--- src/rtl/fetch_unit_pkg.sv ---
// Shared types and constants for the instruction-fetch stage.
package fetch_unit_pkg;

  typedef enum logic [1:0] {
    F_REQ  = 2'd0,
    F_WAIT = 2'd1,
    F_HOLD = 2'd2
  } fetch_state_e;

  localparam logic [31:0] NOP_INSTR = 32'h0000_0013;
  localparam logic [31:0] PC_INC    = 32'd4;

  function automatic logic [31:0] word_align(input logic [31:0] addr);
    return addr & ~32'd3;
  endfunction

endpackage

--- src/rtl/fetch_unit_perf_cnt.sv ---
// Fetch and redirect event counters; wrap at 2^32, cleared by rst.
module fetch_perf_cnt (
  input  logic        clk,
  input  logic        rst,
  input  logic        fetch_inc,
  input  logic        redirect_inc,
  output logic [31:0] fetch_cnt,
  output logic [31:0] redirect_cnt
);

  logic [31:0] fetch_cnt_q, fetch_cnt_d;
  logic [31:0] redirect_cnt_q, redirect_cnt_d;

  always_comb begin
    fetch_cnt_d    = fetch_cnt_q + {31'd0, fetch_inc};
    redirect_cnt_d = redirect_cnt_q + {31'd0, redirect_inc};
  end

  always_ff @(posedge clk) begin
    if (rst) begin
      fetch_cnt_q    <= '0;
      redirect_cnt_q <= '0;
    end else begin
      fetch_cnt_q    <= fetch_cnt_d;
      redirect_cnt_q <= redirect_cnt_d;
    end
  end

  assign fetch_cnt    = fetch_cnt_q;
  assign redirect_cnt = redirect_cnt_q;

endmodule

--- src/rtl/fetch_unit.sv ---
// Instruction-fetch stage: owns the PC, single outstanding imem request, redirect on br_taken.
// Optional performance counters are built when FETCH_PERF_CNT_EN is defined.
module fetch_unit
  import fetch_unit_pkg::*;
#(
  parameter logic [31:0] RESET_PC = 32'h0000_0000
) (
  input  logic        clk,
  input  logic        rst,
  input  logic        br_taken,
  input  logic [31:0] br_target,
  output logic        imem_req_valid,
  input  logic        imem_req_ready,
  output logic [31:0] imem_addr,
  input  logic        imem_rsp_valid,
  input  logic [31:0] imem_rsp_data,
  output logic        if_valid,
  input  logic        if_ready,
  output logic [31:0] if_instr,
  output logic [31:0] if_pc
`ifdef FETCH_PERF_CNT_EN
  ,
  output logic [31:0] perf_fetch_cnt,
  output logic [31:0] perf_redirect_cnt
`endif
);

  fetch_state_e state_q, state_d;
  logic [31:0]  pc_q, pc_d;
  logic [31:0]  req_pc_q, req_pc_d;
  logic         drop_q, drop_d;
  logic [31:0]  if_instr_q, if_instr_d;
  logic [31:0]  if_pc_q, if_pc_d;

  always_ff @(posedge clk) begin
    if (rst) begin
      state_q    <= F_REQ;
      pc_q       <= RESET_PC;
      req_pc_q   <= RESET_PC;
      drop_q     <= 1'b0;
      if_instr_q <= NOP_INSTR;
      if_pc_q    <= RESET_PC;
    end else begin
      state_q    <= state_d;
      pc_q       <= pc_d;
      req_pc_q   <= req_pc_d;
      drop_q     <= drop_d;
      if_instr_q <= if_instr_d;
      if_pc_q    <= if_pc_d;
    end
  end

  always_comb begin
    state_d    = state_q;
    pc_d       = pc_q;
    req_pc_d   = req_pc_q;
    drop_d     = drop_q;
    if_instr_d = if_instr_q;
    if_pc_d    = if_pc_q;
    case (state_q)
      F_REQ: begin
        if (imem_req_ready) begin
          req_pc_d = pc_q;
          state_d  = F_WAIT;
          // A redirect racing the handshake makes the accepted request stale.
          drop_d   = br_taken;
        end
      end
      F_WAIT: begin
        if (imem_rsp_valid) begin
          drop_d  = 1'b0;
          state_d = F_REQ;
          if (!drop_q && !br_taken) begin
            if_instr_d = imem_rsp_data;
            if_pc_d    = req_pc_q;
            pc_d       = req_pc_q + PC_INC;
            state_d    = F_HOLD;
          end
        end else if (br_taken) begin
          drop_d = 1'b1;
        end
      end
      F_HOLD: begin
        if (if_ready || br_taken) begin
          state_d = F_REQ;
        end
      end
      default: state_d = F_REQ;
    endcase
    if (br_taken) begin
      pc_d = word_align(br_target);
    end
  end

  always_comb begin
    imem_req_valid = (state_q == F_REQ) && !rst;
    imem_addr      = pc_q;
    if_valid       = (state_q == F_HOLD) && !rst;
    if_instr       = if_instr_q;
    if_pc          = if_pc_q;
  end

`ifdef FETCH_PERF_CNT_EN
  fetch_perf_cnt u_perf (
    .clk          (clk),
    .rst          (rst),
    .fetch_inc    (if_valid && if_ready),
    .redirect_inc (br_taken),
    .fetch_cnt    (perf_fetch_cnt),
    .redirect_cnt (perf_redirect_cnt)
  );
`endif

endmodule

--- config.mk ---
export PLATFORM = sky130hd
export DESIGN_NAME = fetch_unit
export DESIGN_NICKNAME = d
export VERILOG_FILES = /design/src/rtl/fetch_unit_pkg.sv /design/src/rtl/fetch_unit_perf_cnt.sv /design/src/rtl/fetch_unit.sv
export SDC_FILE = /design/constraint.sdc
export NUM_CORES = 1
export LEC_CHECK = 0
export ABC_AREA = 1
export ABC_CLOCK_PERIOD_IN_PS = 2200
export BUFFER_PORTS_ARGS = -buffer_cell sky130_fd_sc_hd__buf_4
export CORE_ASPECT_RATIO = 0.8
export CORE_MARGIN = 4
export CORE_UTILIZATION = 50
export CTS_BUF_LIST = sky130_fd_sc_hd__clkbuf_4
export CTS_CLUSTER_DIAMETER = 40
export DETAILED_ROUTE_END_ITERATION = 8
export PLACE_DENSITY = 0.78
export SLEW_MARGIN = 25
export SYNTH_ARGS = -nofsm -noshare
export SYNTH_HDL_FRONTEND = slang
export SYNTH_SLANG_ARGS = --single-unit
--- constraint.sdc ---
create_clock -name clk -period 2.2 [get_ports clk]
set_input_delay 0.11 -clock clk [delete_from_list [all_inputs] [get_ports clk]]
set_output_delay 0.11 -clock clk [all_outputs]
set_load 0.1 [all_outputs]
# Word-level counts from Yosys, hierarchy flattened
# Cells that the tools add are included.
# totals
wordCells	45
in_bits	70
ff_bits	131
# op_classes
mux	13
n_reduce_logical	18
eq_ne	6
add_sub_neg	1
# op_table
operator	count
two-way mux 32 bit	4
adder 32 x 3 -> 32 bit, second input constant	1
AND reduction 3 bit	4
two-way mux 2 bit	4
nonzero test 2 bit	4
!= test 2 bit, second input constant	3
case mux 2 bit (3 select lines)	1
logical AND 1 bit	3
logical NOT 1 bit	3
two-way mux 1 bit	3
!= test 3 bit, second input constant	1
== test 2 x 1 -> 1 bit, second input constant	1
== test 2 bit, second input constant	1
logical NOT 2 bit	1
case mux 1 bit (2 select lines)	1
AND reduction 2 bit	1
OR reduction 2 bit	1
logical OR 1 bit	1

# Longest topological paths before layout
# logic_depth
ltp_word	6
mapped_depth	10
depth_no_buf	10

# Worst setup path before layout
# No wires, ideal clock.
# synth_timing
path_type	input to output
start	input rst
end	output imem_req_valid
path_slack_ps	-418
required_ps	2090
n_path_buf	2
arrival_ps	2508
path_stages	3
path_cell_list	clkbuf_1 > clkbuf_1 > nor3_1
# synth_between
elab_chain_len	2
# synth_lines
item	line	source
start, declared	fetch_unit.sv:9	input logic rst,
logical NOT 1 bit	fetch_unit.sv:96	imem_req_valid = (state_q == F_REQ) && !rst;
logical AND 1 bit	fetch_unit.sv:96	
end, declared	fetch_unit.sv:12	output logic imem_req_valid,
# Every way passes these cells.

# Worst setup path in the final report
# layout_timing
start	register req_pc_q[8]
end	register pc_q[15] (netlist: imem_addr[15])
# layout_between
elab_chain_len	5
# layout_lines
item	line	source
start, declared	fetch_unit.sv:30	logic [31:0] req_pc_q, req_pc_d;
start signal, assigned	fetch_unit.sv:46	req_pc_q <= req_pc_d;
adder 32 x 3 -> 32 bit	fetch_unit.sv:76	pc_d = req_pc_q + PC_INC;
two-way mux 32 bit	fetch_unit.sv:73	if (!drop_q && !br_taken) begin
two-way mux 32 bit	fetch_unit.sv:70	if (imem_rsp_valid) begin
two-way mux 32 bit	fetch_unit.sv:60	case (state_q)
two-way mux 32 bit	fetch_unit.sv:90	if (br_taken) begin
end signal, assigned	fetch_unit.sv:45	pc_q <= pc_d;
end, declared	fetch_unit.sv:29	logic [31:0] pc_q, pc_d;
# Every way passes these cells. The select of a mux whose other input is x is not followed.
# A chain may end at the register's enable or synchronous reset.

==> results by group <==
Status
  • Status: finished, final reports clean

Finish
  • Cell area after layout: around 7900 sq um
  • Layout Utilization: 72.7%
  • Final std cells w/o fill: 1153
  • Nets: 1066
  • Area Growth Syn to Fin: 41.9%
  • Share of cells above drive strength 1: 23.2%

CTS
  • Clock sinks: 131
  • Post-CTS Setup Inserts: 0
  • CTS tree: built
  • TritonCTS buffer count: 17
  • Worst skew pair latency: 540 ps
  • CTS max path bufs: 2
  • Clk slew on worst S/H paths: ~120 ps
  • Root Driver: clkbuf_4
  • H-Tree Level Count: 4

Floorplan
  • I/O pins: 168
  • Row cnt: 34
  • Die area: 12900 sq um
  • Die Y: 103 microns
  • Core ar.: about 11000 sq um
  • Initial Util: 51.3%
  • Die X: roughly 130 microns

Yosys
  • Number of synthesized register bits: 131
  • XOR/XNOR share of the synthesized area: 0.471%
  • Synth Area in Compound Gates: between 10% and 20%
  • Sequential area share after synthesis: roughly 47%
  • Synth unique cells: 37
  • Largest area contributor in the netlist: dfxtp_1
  • Post-Synth Simple-Gate Area: 27.2%
  • Synth Cell Area: 5580 sq um
  • Yosys warns: 0
  • Top-area cell type share of the netlist area: between 40% and 50%
  • Syn Area/Cell: just over 7 sq um
  • Mapped Cells: 770
  • Syn Nets: 841
  • Largest family of logic cells by synthesized area: simple AND/OR/NAND/NOR gates
  • Post-synthesis mux area share: 0%
  • Synth area leaders: dfxtp_1 (47%), nor2_1 (12%), o21ai_0 (8.1%), nand2_1 (6.7%), a21oi_1 (5.7%)
  • Synthesized-area fraction occupied by adder cells: less than 1%

STA
  • Highest Clock Rate: about 0.49 GHz
  • Final setup TNS: 0 ps
  • Slew Viols, Final: 0
  • Crit share post-route: between 90% and 100%
  • Period minus WS final: 2050 ps
  • RSZ-0062 raised after global routing: no
  • Setup violators final: 0
  • Relative slew slack: a little under 50%
  • Clock skew: 23.0 ps
  • Final worst slack: 151 ps
  • Hold Fails Final Rpt: 0
  • Hold slack: 141 ps
  • Slew @ Worst Pin: 779 ps

Global routing
  • Largest net degree at the start of global routing: 90
  • Initial antenna violation count: 0
  • Grt total ovfl: 0
  • Vias in the first global route: around 5700
  • First-pass GRT wire length: roughly 28 mm
  • Total GRT Usage: 26.9%

Place
  • Number of port buffers: 165
  • RePlAce Congestion: 0.854
  • Dpl ws: 432 ps
  • Placed Cells: 1043
  • DP Wirelength: 11.0 mm
  • Dpl cell area: around 6900 sq um

Power
  • Maximum VDD drop: between 0.0003 and 0.0004 V
  • P_leak: 3.51 nW
  • Pwr dens: 707 nW/um^2
  • Pwr Total: 5.60 mW

Hold path
  • Hold EP: drop_q$_SDFFE_PP0P_
  • Worst hold path startpoint: br_taken
  • Hold path depth: 3
  • Hold Crit Class: primary input to flop

Critical path
  • R2R cell count: 8
  • CP bufs+invs: 1
  • CP Cell Sequence: nand2_2, nor2_2, nand3_2, o21ai_0, nand2_1, nand2_1, a21oi_1, dlygate4sd3_1
  • Slowest stage delay, CP: around 550 ps
  • Critical path's most frequent cell: nand2_1
  • Crit start category: flop
  • Crit-path leading delay family: simple AND/OR/NAND/NOR gates
  • Worst reg-to-reg setup slack: 150 ps
  • CP endpoint kind: flop
  • Crit Path Max Fanout: 4
  • CP required: 2640 ps
  • WP data arrival: roughly 2500 ps
  • Kind of critical path: flop to flop
  • FF-to-FF Start: req_pc_q[8]$_SDFFE_PP0P_
  • Slowest-stage cell, CP: dlygate4sd3_1
  • FF-to-FF End: imem_addr[15]$_SDFFE_PP0P_

Flow run
  • Max_cap viols: 0

Route
  • DRC viols: 0
  • Routed WL per cell: between 15 and 20 microns
  • Iteration-0 DRC Markers: 540
  • Total routed wirelength: 17.5 mm
  • Drt pass-1 iters: 6
  • Via Count: about 6000
  • Number of vias per cell: 5.27
  • Post-route ant nets: 0
flip-flops by register name, summed over array words and instances, names as in the netlist:
signal	cells
if_instr	32
imem_addr	32
req_pc_q	32
if_pc	32
state_q	2
drop_q	1
per-layer routing:
metal,up-vias,part of all wire (%),GRT usage (%)
met2,249,47,44.4
li1,2976,-,-
met3,21,6.8,5.85
met4,0,1.3,8.08
met1,2835,45,36.0
met5,-,0,0
tightest hold or removal path: stages:
cell and delay (ps):
buf_4 230, o22ai_1 180, a221oi_1 90
repair_timing:
action | 4_1_cts | 5_1_grt
gates resized for setup | 0 | 3
endpoints found under the setup margin | 0 | 2
hold buffers | 77 | 0
endpoints found under the hold margin | 68 | 0
cell type report:
type / instances / area (sq um)
fillers: 870 / 2970
diodes: 1 / 2.50
well taps: 144 / 180
inverters: 55 / 209
multi-input cells: 538 / 2530
clock buffers: 19 / 143
flip-flops and latches: 131 / 2620
clock inverters: 13 / 138
repair buffers: 252 / 2100
worst max-delay path by stage:
stage	startpoint	cells after the start	end
global placement	br_taken	7	if_instr[17]$_SDFFE_PP0P_
floorplan	state_q[1]$_SDFFE_PP0P_	2	if_valid
finish	req_pc_q[8]$_SDFFE_PP0P_	8	imem_addr[15]$_SDFFE_PP0P_
detailed placement	br_taken	7	if_instr[12]$_SDFFE_PP0P_
global route	state_q[0]$_SDFFE_PP0P_	10	imem_addr[15]$_SDFFE_PP0P_
CTS	state_q[1]$_SDFFE_PP0P_	7	imem_addr[12]$_SDFFE_PP0P_
synthesized netlist by cell type, drive strengths merged:
cell type and number:
nor2 183, dfxtp 131, nand2 105, o21ai 95
a21oi 65, inv 55, nand3 39, clkbuf 24
buf 22, nor3 13, nand4 8, a22oi 6
a211oi 5, a31oi 5, xor2 3, nand3b 2
o211ai 2, a221oi 1, ha 1, nand2b 1
o21a 1, o221ai 1, o22ai 1, or2 1
layout by cell type (no fill, tap or decap), types with 4 or more instances in the layout:
master / n
buf_4: 174
nor2_1: 172
dfxtp_1: 131
nand2_1: 100
o21ai_0: 90
dlygate4sd3_1: 77
a21oi_1: 64
inv_1: 50
nand3_1: 36
clkbuf_4: 19
nor3_1: 12
nand4_1: 8
nor2_4: 6
a22oi_1: 6
clkinvlp_4: 6
o21ai_1: 5
a211oi_1: 5
a31oi_1: 5
inv_2: 4
nand2_2: 4
nor2_2: 4
where the power goes:
group / internal, mW / switching [mW] / total (mW) / leakage, nW
Sequential: 2.50 / 0.113 / 2.62 / 1.07
Clock: 0.693 / 0.920 / 1.61 / 0.137
Combinational: 0.402 / 0.967 / 1.37 / 2.31
logic make-up after synthesis:
family | Yosys count
AND/OR/NAND/NOR | 352
flip-flops | 131
XOR/XNOR | 3
buffers and inverters | 101
AO/OA/AOI/OAI | 182
adder cells (fa/ha/maj) | 1
No activity file was read; power rests on OpenSTA's default activity.
